$ cat config.mk
export PLATFORM = sky130hd
export DESIGN_NAME = branch_predictor
export DESIGN_NICKNAME = d
export VERILOG_FILES = /design/src/rtl/branch_predictor.sv
export SDC_FILE = /design/constraint.sdc
export NUM_CORES = 1
export LEC_CHECK = 0
export ABC_AREA = 0
export BUFFER_PORTS_ARGS = -buffer_cell sky130_fd_sc_hd__buf_2
export CELL_PAD_IN_SITES_DETAIL_PLACEMENT = 2
export CELL_PAD_IN_SITES_GLOBAL_PLACEMENT = 2
export CORE_UTILIZATION = 39
export DETAILED_ROUTE_END_ITERATION = 8
export GPL_TIMING_DRIVEN = 0
export PLACE_DENSITY = 0.88
export SLEW_MARGIN = 15
export SYNTH_ARGS = -nofsm -noshare
export SYNTH_HDL_FRONTEND = slang
export SYNTH_SLANG_ARGS = --single-unit
$ cat constraint.sdc
create_clock -name clk -period 3.8 [get_ports clk]
set_input_delay 0.19 -clock clk [delete_from_list [all_inputs] [get_ports clk]]
set_output_delay 0.19 -clock clk [all_outputs]
set_load 0.005 [all_outputs]
$ cat src/rtl/branch_predictor.sv
// rtl/branch_predictor.sv - fetch-stage 2-bit BHT branch predictor with shadow resolution pipeline
module branch_predictor #(
    parameter int DATA_WIDTH  = 32,
    parameter int BHT_ENTRIES = 64
) (
    input  logic                  clk,
    input  logic                  rst,
    input  logic [DATA_WIDTH-1:0] pc,
    input  logic [DATA_WIDTH-1:0] instr_F,
    input  logic                  load_use_flag,
    input  logic                  pcsrc,
    input  logic [7:0]            branch_M,
    output logic                  pre_branch,
    output logic                  prediction,
    output logic [DATA_WIDTH-1:0] label,
    output logic                  correct,
    output logic                  error,
    output logic [DATA_WIDTH-1:0] new_label,
    output logic [31:0]           pred_count,
    output logic [31:0]           miss_count
);

    localparam int IW = $clog2(BHT_ENTRIES);
    localparam logic [6:0] OP_BRANCH = 7'b1100011;
    localparam logic [6:0] OP_JAL    = 7'b1101111;

    logic [1:0] bht [BHT_ENTRIES];

    logic                  is_b;
    logic                  is_jal;
    logic [DATA_WIDTH-1:0] imm_b;
    logic [DATA_WIDTH-1:0] imm_j;
    logic [DATA_WIDTH-1:0] offset;
    logic [IW-1:0]         f_idx;

    logic                  v_d, pred_d, cond_d;
    logic                  v_e, pred_e, cond_e;
    logic                  v_m, pred_m, cond_m;
    logic [DATA_WIDTH-1:0] pc_d, pc_e, pc_m;
    logic [IW-1:0]         m_idx;
    logic                  flush;

    // The resolved branch type is carried by the shadow is_cond bit instead.
    logic unused_branch_m;
    assign unused_branch_m = ^branch_M;

    // Pre-decode of the instruction at IF
    assign is_b   = (instr_F[6:0] == OP_BRANCH);
    assign is_jal = (instr_F[6:0] == OP_JAL);
    assign imm_b  = {{(DATA_WIDTH-12){instr_F[31]}}, instr_F[7], instr_F[30:25],
                     instr_F[11:8], 1'b0};
    assign imm_j  = {{(DATA_WIDTH-20){instr_F[31]}}, instr_F[19:12], instr_F[20],
                     instr_F[30:21], 1'b0};

    always_comb begin
        offset = DATA_WIDTH'(4);
        if (is_b) begin
            offset = imm_b;
        end else if (is_jal) begin
            offset = imm_j;
        end
    end

    assign f_idx      = pc[IW+1:2];
    assign pre_branch = is_b | is_jal;
    assign prediction = is_jal | (is_b & bht[f_idx][1]);
    assign label      = pc + offset;

    // Resolution against the datapath outcome at MEM
    assign correct   = v_m & pred_m & pcsrc;
    assign error     = v_m & pred_m & ~pcsrc;
    assign flush     = (pcsrc & ~correct) | error;
    assign new_label = error ? (pc_m + DATA_WIDTH'(4)) : '0;
    assign m_idx     = pc_m[IW+1:2];

    always_ff @(posedge clk or negedge rst) begin
        if (!rst) begin
            v_d    <= 1'b0;
            pred_d <= 1'b0;
            cond_d <= 1'b0;
            pc_d   <= '0;
            v_e    <= 1'b0;
            pred_e <= 1'b0;
            cond_e <= 1'b0;
            pc_e   <= '0;
            v_m    <= 1'b0;
            pred_m <= 1'b0;
            cond_m <= 1'b0;
            pc_m   <= '0;
        end else if (flush) begin
            // The IF instruction is on the wrong path too, so nothing is captured.
            v_d <= 1'b0;
            v_e <= 1'b0;
            v_m <= 1'b0;
        end else if (load_use_flag) begin
            v_e    <= 1'b0;
            v_m    <= v_e;
            pred_m <= pred_e;
            cond_m <= cond_e;
            pc_m   <= pc_e;
        end else begin
            v_d    <= pre_branch;
            pred_d <= prediction;
            cond_d <= is_b;
            pc_d   <= pc;
            v_e    <= v_d;
            pred_e <= pred_d;
            cond_e <= cond_d;
            pc_e   <= pc_d;
            v_m    <= v_e;
            pred_m <= pred_e;
            cond_m <= cond_e;
            pc_m   <= pc_e;
        end
    end

    always_ff @(posedge clk or negedge rst) begin
        if (!rst) begin
            for (int i = 0; i < BHT_ENTRIES; i++) begin
                bht[i] <= 2'b01;
            end
        end else if (v_m && cond_m) begin
            if (pcsrc) begin
                if (bht[m_idx] != 2'b11) begin
                    bht[m_idx] <= bht[m_idx] + 2'd1;
                end
            end else if (bht[m_idx] != 2'b00) begin
                bht[m_idx] <= bht[m_idx] - 2'd1;
            end
        end
    end

    always_ff @(posedge clk or negedge rst) begin
        if (!rst) begin
            pred_count <= '0;
            miss_count <= '0;
        end else begin
            if (v_m && pred_m) begin
                pred_count <= pred_count + 32'd1;
            end
            if (error) begin
                miss_count <= miss_count + 32'd1;
            end
        end
    end

endmodule
==> flow_metrics.tcl <==
set metrics [dict create \
    run_status "finished, violations left" \
    violations "setup timing" \
    start_util_pct 39.61 \
    synth_fp_nets 1505 \
    nets 1808 \
    ys_types 75 \
    rrSetupSlack_ns -0.73 \
    final_area_um2 21230 \
    power_frac_seq_pct 36.1 \
    timing.rr.start "pc_m[2]" \
    ys_seq_elements 297 \
    drt_first_pass_iters 5 \
    p_comb_share_pct 29.9 \
    wl_um 86760 \
    synth-edff-count 0 \
    ant_nets 0 \
    maxSlewViolCount 0 \
    tightestPinTransition_ns 1.069 \
    startpoint "pc_m[2]" \
    r2r_cells 17 \
    synth_area_leaders "dfrtp_1 (36%), mux2_2 (15%), dfstp_2 (10%), xnor2_1 (4.5%), mux4_1 (3.7%)" \
    antenna_found_initial 4 \
    min_period_over_period_pct 119.1 \
    setup_viol 134 \
    leakage_nw 9.819 \
    vdd_drop_max_v 0.0003019 \
    numCtsBuffers 34 \
    io_buffers 199 \
    p_int_mw 6.341 \
    switching_power_mw 4.025 \
    grt_usage_pct 37.31 \
    syn_area_um2 16210 \
    final-hold-violation-count 0 \
    r2r-end "bht[59]" \
    async_flop_share_pct 100.0 \
    synth_area_leader_cell "dfrtp_1" \
    dp_hpwl_um 43230 \
    cp_max_fo 11 \
    netlist_top_cells_count "dfrtp_1 (233), mux2_2 (212), nand2_1 (130)" \
    core-area_um2 40920 \
    ys_seq_area_share_pct 46.35 \
    cts-root-buf "clkbuf_16" \
    via_per_inst 6.507 \
    synth_most_common_cell "dfrtp_1" \
    skew_ns 0.05232 \
    instances_no_fill 2253 \
    vias 14661 \
    synth_top_area_share_pct 35.97 \
    die_w_um 205.9 \
    synthFlopType "dfrtp_1" \
    clkTransAtPathRegs_ns 0.07 \
    wl_per_cell_um 38.51 \
    rsz0062_at_grt "true" \
    clock-sinks 297 \
    htree_levels 2 \
    placed_cells 2125 \
    switching_share_pct 38.83 \
    path_class "flop to flop" \
    grt.overflow.total 0 \
    ios 208 \
    clock_latency_ns 0.58 \
    grt_pass1_wl_um 114200 \
    crit_required_ns 4.22 \
    gp_congestion 0.9018 \
    die_area_um2 42380 \
    cp-start-kind "flop" \
    rows 74 \
    timing.hold.ws_ns 0.09517 \
    timing.final.ws_setup_ns -0.7266 \
    cp.arrival_ns 4.95 \
    crit_path_end_kind "flop" \
    clkPwrFrac_pct 34.0 \
    max_freq_mhz 220.9 \
    grt_max_degree 113 \
    finalCriticalPeriod_ns 4.527 \
    yosys_warnings 0 \
    drc_errors 0 \
    grt_pass1_vias 15888 \
    drv_cap 0 \
    endpoint "bht[59]" \
    hold_class "input port to flop" \
    synth_area_per_cell_um2 11.65 \
    finalPower_mw 10.37 \
    placed_area_um2 17950 \
    clk_path_buf_depth 3 \
    power_density_nw_per_um2 488.3 \
    netlist_instances 1391 \
    cts_tree "built" \
    drt_iter0_drc 1462 \
    slew-limit-headroom_pct 28.57 \
    drive_above_1_share_pct 47.32 \
    syn_to_final_growth_pct 30.97 \
    die_h_um 205.9 \
]
[cells by family (layout without fill, tap and decap cells)]
group / count (synthesis) / in the layout / share of synthesized area (%)
compound gates: 159 / 159 / 6.430
xor+xnor: 120 / 120 / 6.484
fa+ha+maj: 38 / 38 / 2.980
buf+inv: 83 / 410 / 2.825
flops: 297 / 297 / 46.35
mux: 274 / 274 / 22.10
other cells: 0 / 3 / 0
simple gates: 420 / 420 / 12.84
[critical path, stage by stage, from the launching register on]
cell       delay, ns
dfrtp_1         0.46
buf_8           0.17
buf_6           0.13
buf_16          0.14
nand2b_4        0.17
o22ai_2         0.12
o21ai_2         0.23
a31oi_4         0.15
a2111oi_4       0.54
nand3_2         0.26
buf_12          0.22
ha_4            0.16
mux2i_4         0.30
and3_4          0.30
and2_4          0.28
nand2_8         0.18
nor2_4          0.22
mux2_4          0.34
[stage by stage]
step	util [%]	worst slack, ns	TNS, ns
global route	51.86	-0.7279	-78.85
floorplan	-	0.3152	0
global placement	43.67	-2.858	-849.50
detailed placement	43.86	-1.407	-149.29
finish	51.87	-0.7266	-77.71
CTS	49.67	-0.1191	-5.442
[cell type report]
type                       count  area, um2
inverter                      16      60.06
antenna                        3      7.507
clock inverter                14      142.6
clock buffer                  46      945.9
sequential                   297       7515
fill                        3861      19700
timing repair buffer         275       1841
buffer                        59      476.7
multi-input combinational   1011       9575
tap                          532      665.6
[layout by cell type (no fill, tap or decap), types with 18 or more instances in the layout]
cell / count
a21o_1: 19
a21oi_1: 26
and2_1: 40
and3_1: 31
buf_2: 203
buf_4: 35
clkbuf_1: 24
clkbuf_16: 34
dfrtp_1: 231
dfstp_2: 64
dlygate4sd3_1: 27
ha_1: 34
mux2_2: 144
mux2_4: 68
mux2i_1: 18
mux4_2: 24
nand2_1: 74
nand2_2: 19
nand2_4: 25
nand3_1: 52
nand4_1: 22
nor2_1: 39
nor2_4: 35
o21ai_0: 23
xnor2_1: 83
xor2_1: 36
[worst min path at each step]
stage / startpoint / depth (start not counted) / slack [ns] / endpoint
after floorplan: rst / 0 / -0.11 / bht[101]
after global placement: v_e / 1 / 0.45 / v_m
after detailed placement: rst / 1 / 0.26 / bht[65]
after CTS: load_use_flag / 3 / 0.07 / v_d
after global routing: pc[7] / 2 / 0.09 / pc_d[7]
final: pc[1] / 2 / 0.1 / pc_d[1]
[routing by layer]
layer  up-vias  track usage [%]  part of all wire [%]  routed length (um)
met3       410            8.389                   7.4                6448
li1       5606                -                     -                   -
met5         -                0                 0.041                  36
met1      7625            42.68                    37               31770
met2      1016            63.76                    48               41920
met4         4            22.16                   7.6                6585
[power groups by stage]
stage	clock (mW)	sequential, mW	combinational [mW]
after floorplan	0	3.57	1.17
after global placement	0	3.65	1.82
after detailed placement	0	3.71	1.96
after CTS	3.38	3.67	2.49
after global routing	3.59	3.74	3.09
final	3.52	3.75	3.10
[timing repair]
item | 4_1_cts | 5_1_grt
hold endpoints to repair | 86 | 0
endpoints found under the setup margin | 143 | 148
cloned | 1 | 0
hold buffers | 27 | 0
pin swaps | 38 | 56
gates resized for setup | 228 | 213
buffers inserted | 25 | 20
(Power assumes the default switching activity.)
